### src/rtl/csr_pkg.sv
// CSR package: access op encodings, access-unit FSM states, CSR address map.
// Latency: n/a (types, constants and pure helper functions only).
// Backpressure: n/a.
package csr_pkg;

  typedef logic [11:0] csr_addr_t;

  // Existing CSR address constants
  localparam csr_addr_t CSR_MSTATUS   = 12'h300;
  localparam csr_addr_t CSR_MISA      = 12'h301;
  localparam csr_addr_t CSR_MIE       = 12'h304;
  localparam csr_addr_t CSR_MTVEC     = 12'h305;
  localparam csr_addr_t CSR_MSCRATCH  = 12'h340;
  localparam csr_addr_t CSR_MEPC      = 12'h341;
  localparam csr_addr_t CSR_MCAUSE    = 12'h342;
  localparam csr_addr_t CSR_MTVAL     = 12'h343;
  localparam csr_addr_t CSR_MIP       = 12'h344;
  localparam csr_addr_t CSR_MCYCLE    = 12'hB00;
  localparam csr_addr_t CSR_MINSTRET  = 12'hB02;
  localparam csr_addr_t CSR_MVENDORID = 12'hF11;
  localparam csr_addr_t CSR_MARCHID   = 12'hF12;
  localparam csr_addr_t CSR_MIMPID    = 12'hF13;
  localparam csr_addr_t CSR_MHARTID   = 12'hF14;

  // Addresses that exist in this core's CSR file
  localparam int CSR_NUM_SUPPORTED = 15;
  localparam csr_addr_t CSR_SUPPORTED [CSR_NUM_SUPPORTED] = '{
    CSR_MSTATUS, CSR_MISA, CSR_MIE, CSR_MTVEC, CSR_MSCRATCH,
    CSR_MEPC, CSR_MCAUSE, CSR_MTVAL, CSR_MIP, CSR_MCYCLE,
    CSR_MINSTRET, CSR_MVENDORID, CSR_MARCHID, CSR_MIMPID, CSR_MHARTID
  };

  // funct3 encodings; 000 and 100 are not CSR ops but are named so the
  // enum covers every 3-bit value and casts from the raw field are total.
  typedef enum logic [2:0] {
    CSR_OP_RSV0 = 3'b000,
    CSR_OP_RW   = 3'b001,
    CSR_OP_RS   = 3'b010,
    CSR_OP_RC   = 3'b011,
    CSR_OP_RSV4 = 3'b100,
    CSR_OP_RWI  = 3'b101,
    CSR_OP_RSI  = 3'b110,
    CSR_OP_RCI  = 3'b111
  } csr_op_t;

  typedef enum logic [1:0] {
    CSR_ST_IDLE  = 2'd0,
    CSR_ST_READ  = 2'd1,
    CSR_ST_WRITE = 2'd2,
    CSR_ST_RESP  = 2'd3
  } csr_state_t;

  // Immediate forms take zimm as the operand instead of rs1
  function automatic logic csr_op_is_imm(input csr_op_t op);
    return op[2];
  endfunction

  // Ops 000/100 carry no CSR semantics
  function automatic logic csr_op_valid(input csr_op_t op);
    return (op != CSR_OP_RSV0) && (op != CSR_OP_RSV4);
  endfunction

  // Set/clear with a zero source is a pure read and must not write
  function automatic logic csr_write_required(input csr_op_t op, input logic src_zero);
    logic req;
    case (op)
      CSR_OP_RW, CSR_OP_RWI:                       req = 1'b1;
      CSR_OP_RS, CSR_OP_RC, CSR_OP_RSI, CSR_OP_RCI: req = !src_zero;
      default:                                     req = 1'b0;
    endcase
    return req;
  endfunction

  // Top two address bits 11 mark the read-only CSR space
  function automatic logic csr_read_only(input csr_addr_t addr);
    return addr[11:10] == 2'b11;
  endfunction

  function automatic logic csr_supported(input csr_addr_t addr);
    logic hit;
    hit = 1'b0;
    for (int i = 0; i < CSR_NUM_SUPPORTED; i++) begin
      if (CSR_SUPPORTED[i] == addr) hit = 1'b1;
    end
    return hit;
  endfunction

endpackage

### src/rtl/csr_wdata_gen.sv
// CSR write-value generator: new value from op, old CSR value and operand.
// Latency: purely combinational, zero cycles.
// Backpressure: none; output follows inputs.
module csr_wdata_gen
  import csr_pkg::*;
(
  input  csr_op_t     op,
  input  logic [63:0] old_val,
  input  logic [63:0] src,
  output logic [63:0] wdata
);

  // Write / set / clear; non-ops leave the old value unchanged
  always_comb begin
    wdata = old_val;
    case (op)
      CSR_OP_RW, CSR_OP_RWI: wdata = src;
      CSR_OP_RS, CSR_OP_RSI: wdata = old_val | src;
      CSR_OP_RC, CSR_OP_RCI: wdata = old_val & ~src;
      default:               wdata = old_val;
    endcase
  end

endmodule

### src/rtl/csr_access_unit.sv
// CSR access unit: executes RISC-V CSR read-modify-write ops; optional illegal check via CSR_UNIT_ILLEGAL_CHECK_EN.
// Latency: accept to resp_valid 3 cycles with a CSR write, 2 without.
// Backpressure: one op in flight; req_ready only in IDLE, response held until resp_ready.
module csr_access_unit
  import csr_pkg::*;
(
  input  logic        clk,
  input  logic        reset,
  input  logic        req_valid,
  output logic        req_ready,
  input  logic [2:0]  req_op,
  input  logic [11:0] req_addr,
  input  logic [63:0] req_src,
  input  logic [4:0]  req_zimm,
  input  logic        req_src_zero,
  output logic        resp_valid,
  input  logic        resp_ready,
  output logic [63:0] resp_rdata,
  output logic        resp_illegal,
  output logic [11:0] csr_addr,
  output logic [63:0] csr_wdata,
  output logic        csr_we,
  input  logic [63:0] csr_rdata,
  output logic        mcycle_inc
);

  csr_state_t  state_q, state_d;
  csr_op_t     op_q, op_d;
  csr_addr_t   addr_q, addr_d;
  logic [63:0] src_q, src_d;
  logic [63:0] old_q, old_d;
  logic        we_req_q, we_req_d;
  logic        illegal_q, illegal_d;

  csr_op_t     in_op;
  logic [63:0] in_operand;
  logic        in_we_req;
  logic        in_illegal;
  logic [63:0] wdata_calc;

  // Decode the offered request so everything needed later is latched at accept
  always_comb begin
    in_op      = csr_op_t'(req_op);
    in_operand = csr_op_is_imm(in_op) ? {59'd0, req_zimm} : req_src;
    in_we_req  = csr_write_required(in_op, req_src_zero);
`ifdef CSR_UNIT_ILLEGAL_CHECK_EN
    in_illegal = !csr_supported(req_addr) || !csr_op_valid(in_op) ||
                 (in_we_req && csr_read_only(req_addr));
`else
    in_illegal = 1'b0;
`endif
  end

  csr_wdata_gen u_wdata_gen (
    .op      (op_q),
    .old_val (old_q),
    .src     (src_q),
    .wdata   (wdata_calc)
  );

  // Next-state and Moore outputs; the register-file port is idle (zero) in IDLE
  always_comb begin
    state_d      = state_q;
    op_d         = op_q;
    addr_d       = addr_q;
    src_d        = src_q;
    old_d        = old_q;
    we_req_d     = we_req_q;
    illegal_d    = illegal_q;
    req_ready    = 1'b0;
    resp_valid   = 1'b0;
    resp_rdata   = 64'd0;
    resp_illegal = 1'b0;
    csr_addr     = 12'd0;
    csr_wdata    = 64'd0;
    csr_we       = 1'b0;
    case (state_q)
      CSR_ST_IDLE: begin
        req_ready = 1'b1;
        if (req_valid) begin
          op_d      = in_op;
          addr_d    = req_addr;
          src_d     = in_operand;
          we_req_d  = in_we_req;
          illegal_d = in_illegal;
          state_d   = CSR_ST_READ;
        end
      end
      CSR_ST_READ: begin
        csr_addr = addr_q;
        // Captured here so the response carries the pre-write value
        old_d    = csr_rdata;
        state_d  = (we_req_q && !illegal_q) ? CSR_ST_WRITE : CSR_ST_RESP;
      end
      CSR_ST_WRITE: begin
        csr_addr  = addr_q;
        csr_we    = 1'b1;
        csr_wdata = wdata_calc;
        state_d   = CSR_ST_RESP;
      end
      CSR_ST_RESP: begin
        csr_addr     = addr_q;
        resp_valid   = 1'b1;
        resp_illegal = illegal_q;
        resp_rdata   = illegal_q ? 64'd0 : old_q;
        if (resp_ready) state_d = CSR_ST_IDLE;
      end
      default: state_d = CSR_ST_IDLE;
    endcase
  end

  // Cycle counter ticks whenever out of reset, except when software overwrites it
  always_comb begin
    mcycle_inc = reset && !((state_q == CSR_ST_WRITE) && (addr_q == CSR_MCYCLE));
  end

  // State and transaction registers; reset drops any in-flight op
  always_ff @(posedge clk or negedge reset) begin
    if (!reset) begin
      state_q   <= CSR_ST_IDLE;
      op_q      <= CSR_OP_RSV0;
      addr_q    <= 12'd0;
      src_q     <= 64'd0;
      old_q     <= 64'd0;
      we_req_q  <= 1'b0;
      illegal_q <= 1'b0;
    end else begin
      state_q   <= state_d;
      op_q      <= op_d;
      addr_q    <= addr_d;
      src_q     <= src_d;
      old_q     <= old_d;
      we_req_q  <= we_req_d;
      illegal_q <= illegal_d;
    end
  end

endmodule

### config.mk
export PLATFORM = sky130hd
export DESIGN_NAME = csr_access_unit
export DESIGN_NICKNAME = d
export VERILOG_FILES = /design/src/rtl/csr_pkg.sv /design/src/rtl/csr_wdata_gen.sv /design/src/rtl/csr_access_unit.sv
export SDC_FILE = /design/constraint.sdc
export NUM_CORES = 1
export LEC_CHECK = 0
export CAP_MARGIN = 20
export CORE_MARGIN = 3
export CORE_UTILIZATION = 30
export CTS_BUF_LIST = sky130_fd_sc_hd__clkbuf_2
export DETAILED_ROUTE_END_ITERATION = 16
export GPL_ROUTABILITY_DRIVEN = 1
export GPL_TIMING_DRIVEN = 0
export HOLD_SLACK_MARGIN = 0.15
export PLACE_DENSITY = 0.7
export SYNTH_ARGS = -nofsm -noshare
export SYNTH_HDL_FRONTEND = slang
export SYNTH_SLANG_ARGS = --single-unit
### constraint.sdc
create_clock -name clk -period 1.7 [get_ports clk]
set_input_delay 0.255 -clock clk [delete_from_list [all_inputs] [get_ports clk]]
set_output_delay 0.255 -clock clk [all_outputs]
set_load 0.03 [all_outputs]
==> out/qor.yml <==
synth_edf_count: 0
grtUsageTotal_pct: 20.6
cp.required_ps: 1440
path_class: "flop to primary output"
end_kind: "primary output"
failed_checks: "negative hold slack, negative setup slack"
reg2reg_to: "addr_q[3]"
io_buffers: 295
placed_cell_area_um2: 12000
crit_cells: 6
p_leak_nw: 6.74
synth_mux_area_share_pct: 12.0
ys_seq_elements: 145
synthAdderAreaFrac_pct: 0.630
fin_crit_sh_pct: 146
critPathArrivalTime_ps: 2230
ant_nets: 0
wl_per_cell_um: 19.8
clk_pin_slew_ps: 250
synth_cells: 841
die_area_um2: 28500
regToRegSetupSlack_ps: -70
cpLargestDelayFamily: "flip-flops"
power_density_nw_per_um2: 2040
drive_gt1_share_pct: 42.2
clock.fmax_mhz: 402
syn_area_um2: 7940
worst_pin_slew_ps: 718
hold_viol_final: 71
dr.pass1.iters: 4
pin_count: 298
clk_latency_ps: 710
rsz0062_at_grt: "true"
dpl.hpwl_um: 20300
fin_ws_ps: -789
dp_slack_ps: -1270
fin_tns_setup_ps: -99040
critPathMaxStageDelay_ps: 500
setup_viol: 168
core-area_um2: 25600
ys_async_sr_fraction_pct: 100
skew_ps: 49.5
path_buf_inv: 3
fin_area_um2: 15700
gp_congestion: 0.801
synthSimpleGateAreaFrac_pct: 22.4
syn_nets: 998
total_power_mw: 32.0
worstHoldPathType: "input pin to asynchronous set/reset pin"
ys_seq_area_share_pct: 45.7
status: "finished, violations left"
clock_sinks: 145
dieWidth_um: 169
synth.avg_cell_area_um2: 9.44
slew_headroom_pct: 52.1
vdd.ir_drop.worst_v: 0.00119
fin_crit_ps: 2490
vias: 8146
drc_errors: 0
cts_tree: "done"
ys.flop_type: "dfrtp_1"
cp_max_fo: 6
cp_cell_sequence: "inv_2, ha_4, clkbuf_16, nand3_4, o41a_1, buf_6"
num_rows: 58
holdWs_ps: -492
grt_pass1_vias: 8255
fillers: 2014
drt_wl_total_um: 33600
cts_buffers: 17
via_per_inst: 4.80
cts_hold_buf: 145
start_kind: "flop"
r2r_start: "state_q[1]"
clockBufferDepth: 2
grt_max_degree: 77
yosys_warnings: 0
worst-r2r-cell-count: 7
slew_violations: 0
grt_overflow_total: 0
area_growth_pct: 98.0
synth.distinct_cells: 26
cpMaxStageDelayCell: "dfrtp_2"
h-tree-depth: 4
clockRootBuffer: "clkbuf_2"
final_nets: 1510
synth_top_family_by_area: "simple AND/OR/NAND/NOR gates"
die_h_um: 169
first_iter_violations: 336
start_util_pct: 31.0
grt_antenna_before_repair: 1
synth_compound_area_share_pct: 14.7
cap_violations: 0
grt_pass1_wl_um: 46200
synth_xor_area_share_pct: 0.347
==> per-stage QoR <==
stage | hold WS, ps | util, % | std cells
3_3_place_gp | 471 | 46.6 | 1466
3_5_place_dp | 326 | 46.7 | 1467
2_1_floorplan | -40.6 | - | 841
6_report | -492 | 61.4 | 1696
4_1_cts | -562 | 56.1 | 1661
5_1_grt | -546 | 61.4 | 1695
==> synthesized netlist by cell type, types with 2 or more instances <==
cell | instances | area share (%)
a21boi_0 | 3 | 0.28
o31ai_1 | 2 | 0.19
and2_1 | 64 | 5.0
nand2_1 | 130 | 6.1
o21ai_0 | 129 | 8.1
inv_1 | 4 | 0.19
a21boi_1 | 61 | 5.8
nor2_1 | 3 | 0.14
buf_2 | 18 | 1.1
nand3_1 | 2 | 0.13
ha_1 | 4 | 0.63
dfrtp_1 | 145 | 46
nor2b_1 | 79 | 6.2
nand2b_1 | 59 | 4.6
mux2_2 | 79 | 11
clkbuf_1 | 39 | 1.8
mux2i_1 | 6 | 0.76
buf_6 | 6 | 0.85
==> logic make-up after synthesis <==
kind of cell | count (synthesis)
buffers and inverters | 69
adders and majority gates | 4
DFF | 145
muxes | 85
xor gates and xnor gates | 1
AOI/OAI and AO/OA | 198
other | 1
and+or+nand+nor | 338
==> worst max path at each step <==
stage / to / start / slack [ps]
after global placement: old_q[40] / reset / -5950
after floorplan: csr_wdata[13] / state_q[0] / -100
after CTS: mcycle_inc / state_q[0] / -890
final: mcycle_inc / state_q[0] / -790
after detailed placement: resp_rdata[55] / state_q[0] / -1270
after global routing: mcycle_inc / state_q[0] / -950
==> layer usage <==
layer	GRT usage, %	vias up	part of all wire, %
li1	-	3836	-
met1	26.0	4019	41
met2	35.9	250	52
met3	3.83	41	4.5
met4	6.26	0	2.1
met5	0	-	0
==> worst register-to-register path: stages (launching register included) <==
cell and delay (ps):
dfrtp_2 490, buf_4 160, inv_4 70, ha_4 240, nand2_8 120, buf_12 190, buf_4 160, mux2_2 260
==> layout by cell type, fill, tap and decap left out, drive strengths merged, types with 6 or more instances in the layout <==
master / n
buf: 227
clkdlybuf4s50: 150
dlygate4sd3: 145
dfrtp: 145
nand2: 131
o21ai: 129
mux2: 79
nor2b: 79
and2: 64
a21boi: 64
nand2b: 59
clkbuf: 52
inv: 8
mux2i: 6
==> where the power goes <==
group / internal [mW] / switching, mW / total [mW]
Combinational: 11.6 / 11.1 / 22.8
Sequential: 5.20 / 1.77 / 6.98
Clock: 0.819 / 1.44 / 2.26
Total: 17.7 / 14.3 / 32.0
==> state kept, by name, indices dropped and copies added, names as in the netlist <==
signal and flops:
op_q 2, old_q 64, src_q 64, addr_q 12, we_req_q 1, state_q 2
==> area by class of cell <==
class	instances	area [um^2]	area share (%)
tap	330	413	2.63
sequential	145	3630	23.1
multi-input combinational	628	5160	32.9
clock buffer	18	90.1	0.573
clock inverter	12	158	1.00
inverter	5	37.5	0.239
buffer	63	801	5.09
antenna	2	5.00	0.0318
timing repair buffer	493	5420	34.5
==> timing repair <==
item | in CTS | in global routing
setup buffers | 15 | 19
resized for setup | 1139 | 326
gates cloned | 4 | 18
endpoints found under the setup margin | 283 | 285
endpoints found under the hold margin | 286 | 145
pin swaps | 12 | 40
Note: power is estimated with default switching activity, not from simulation.
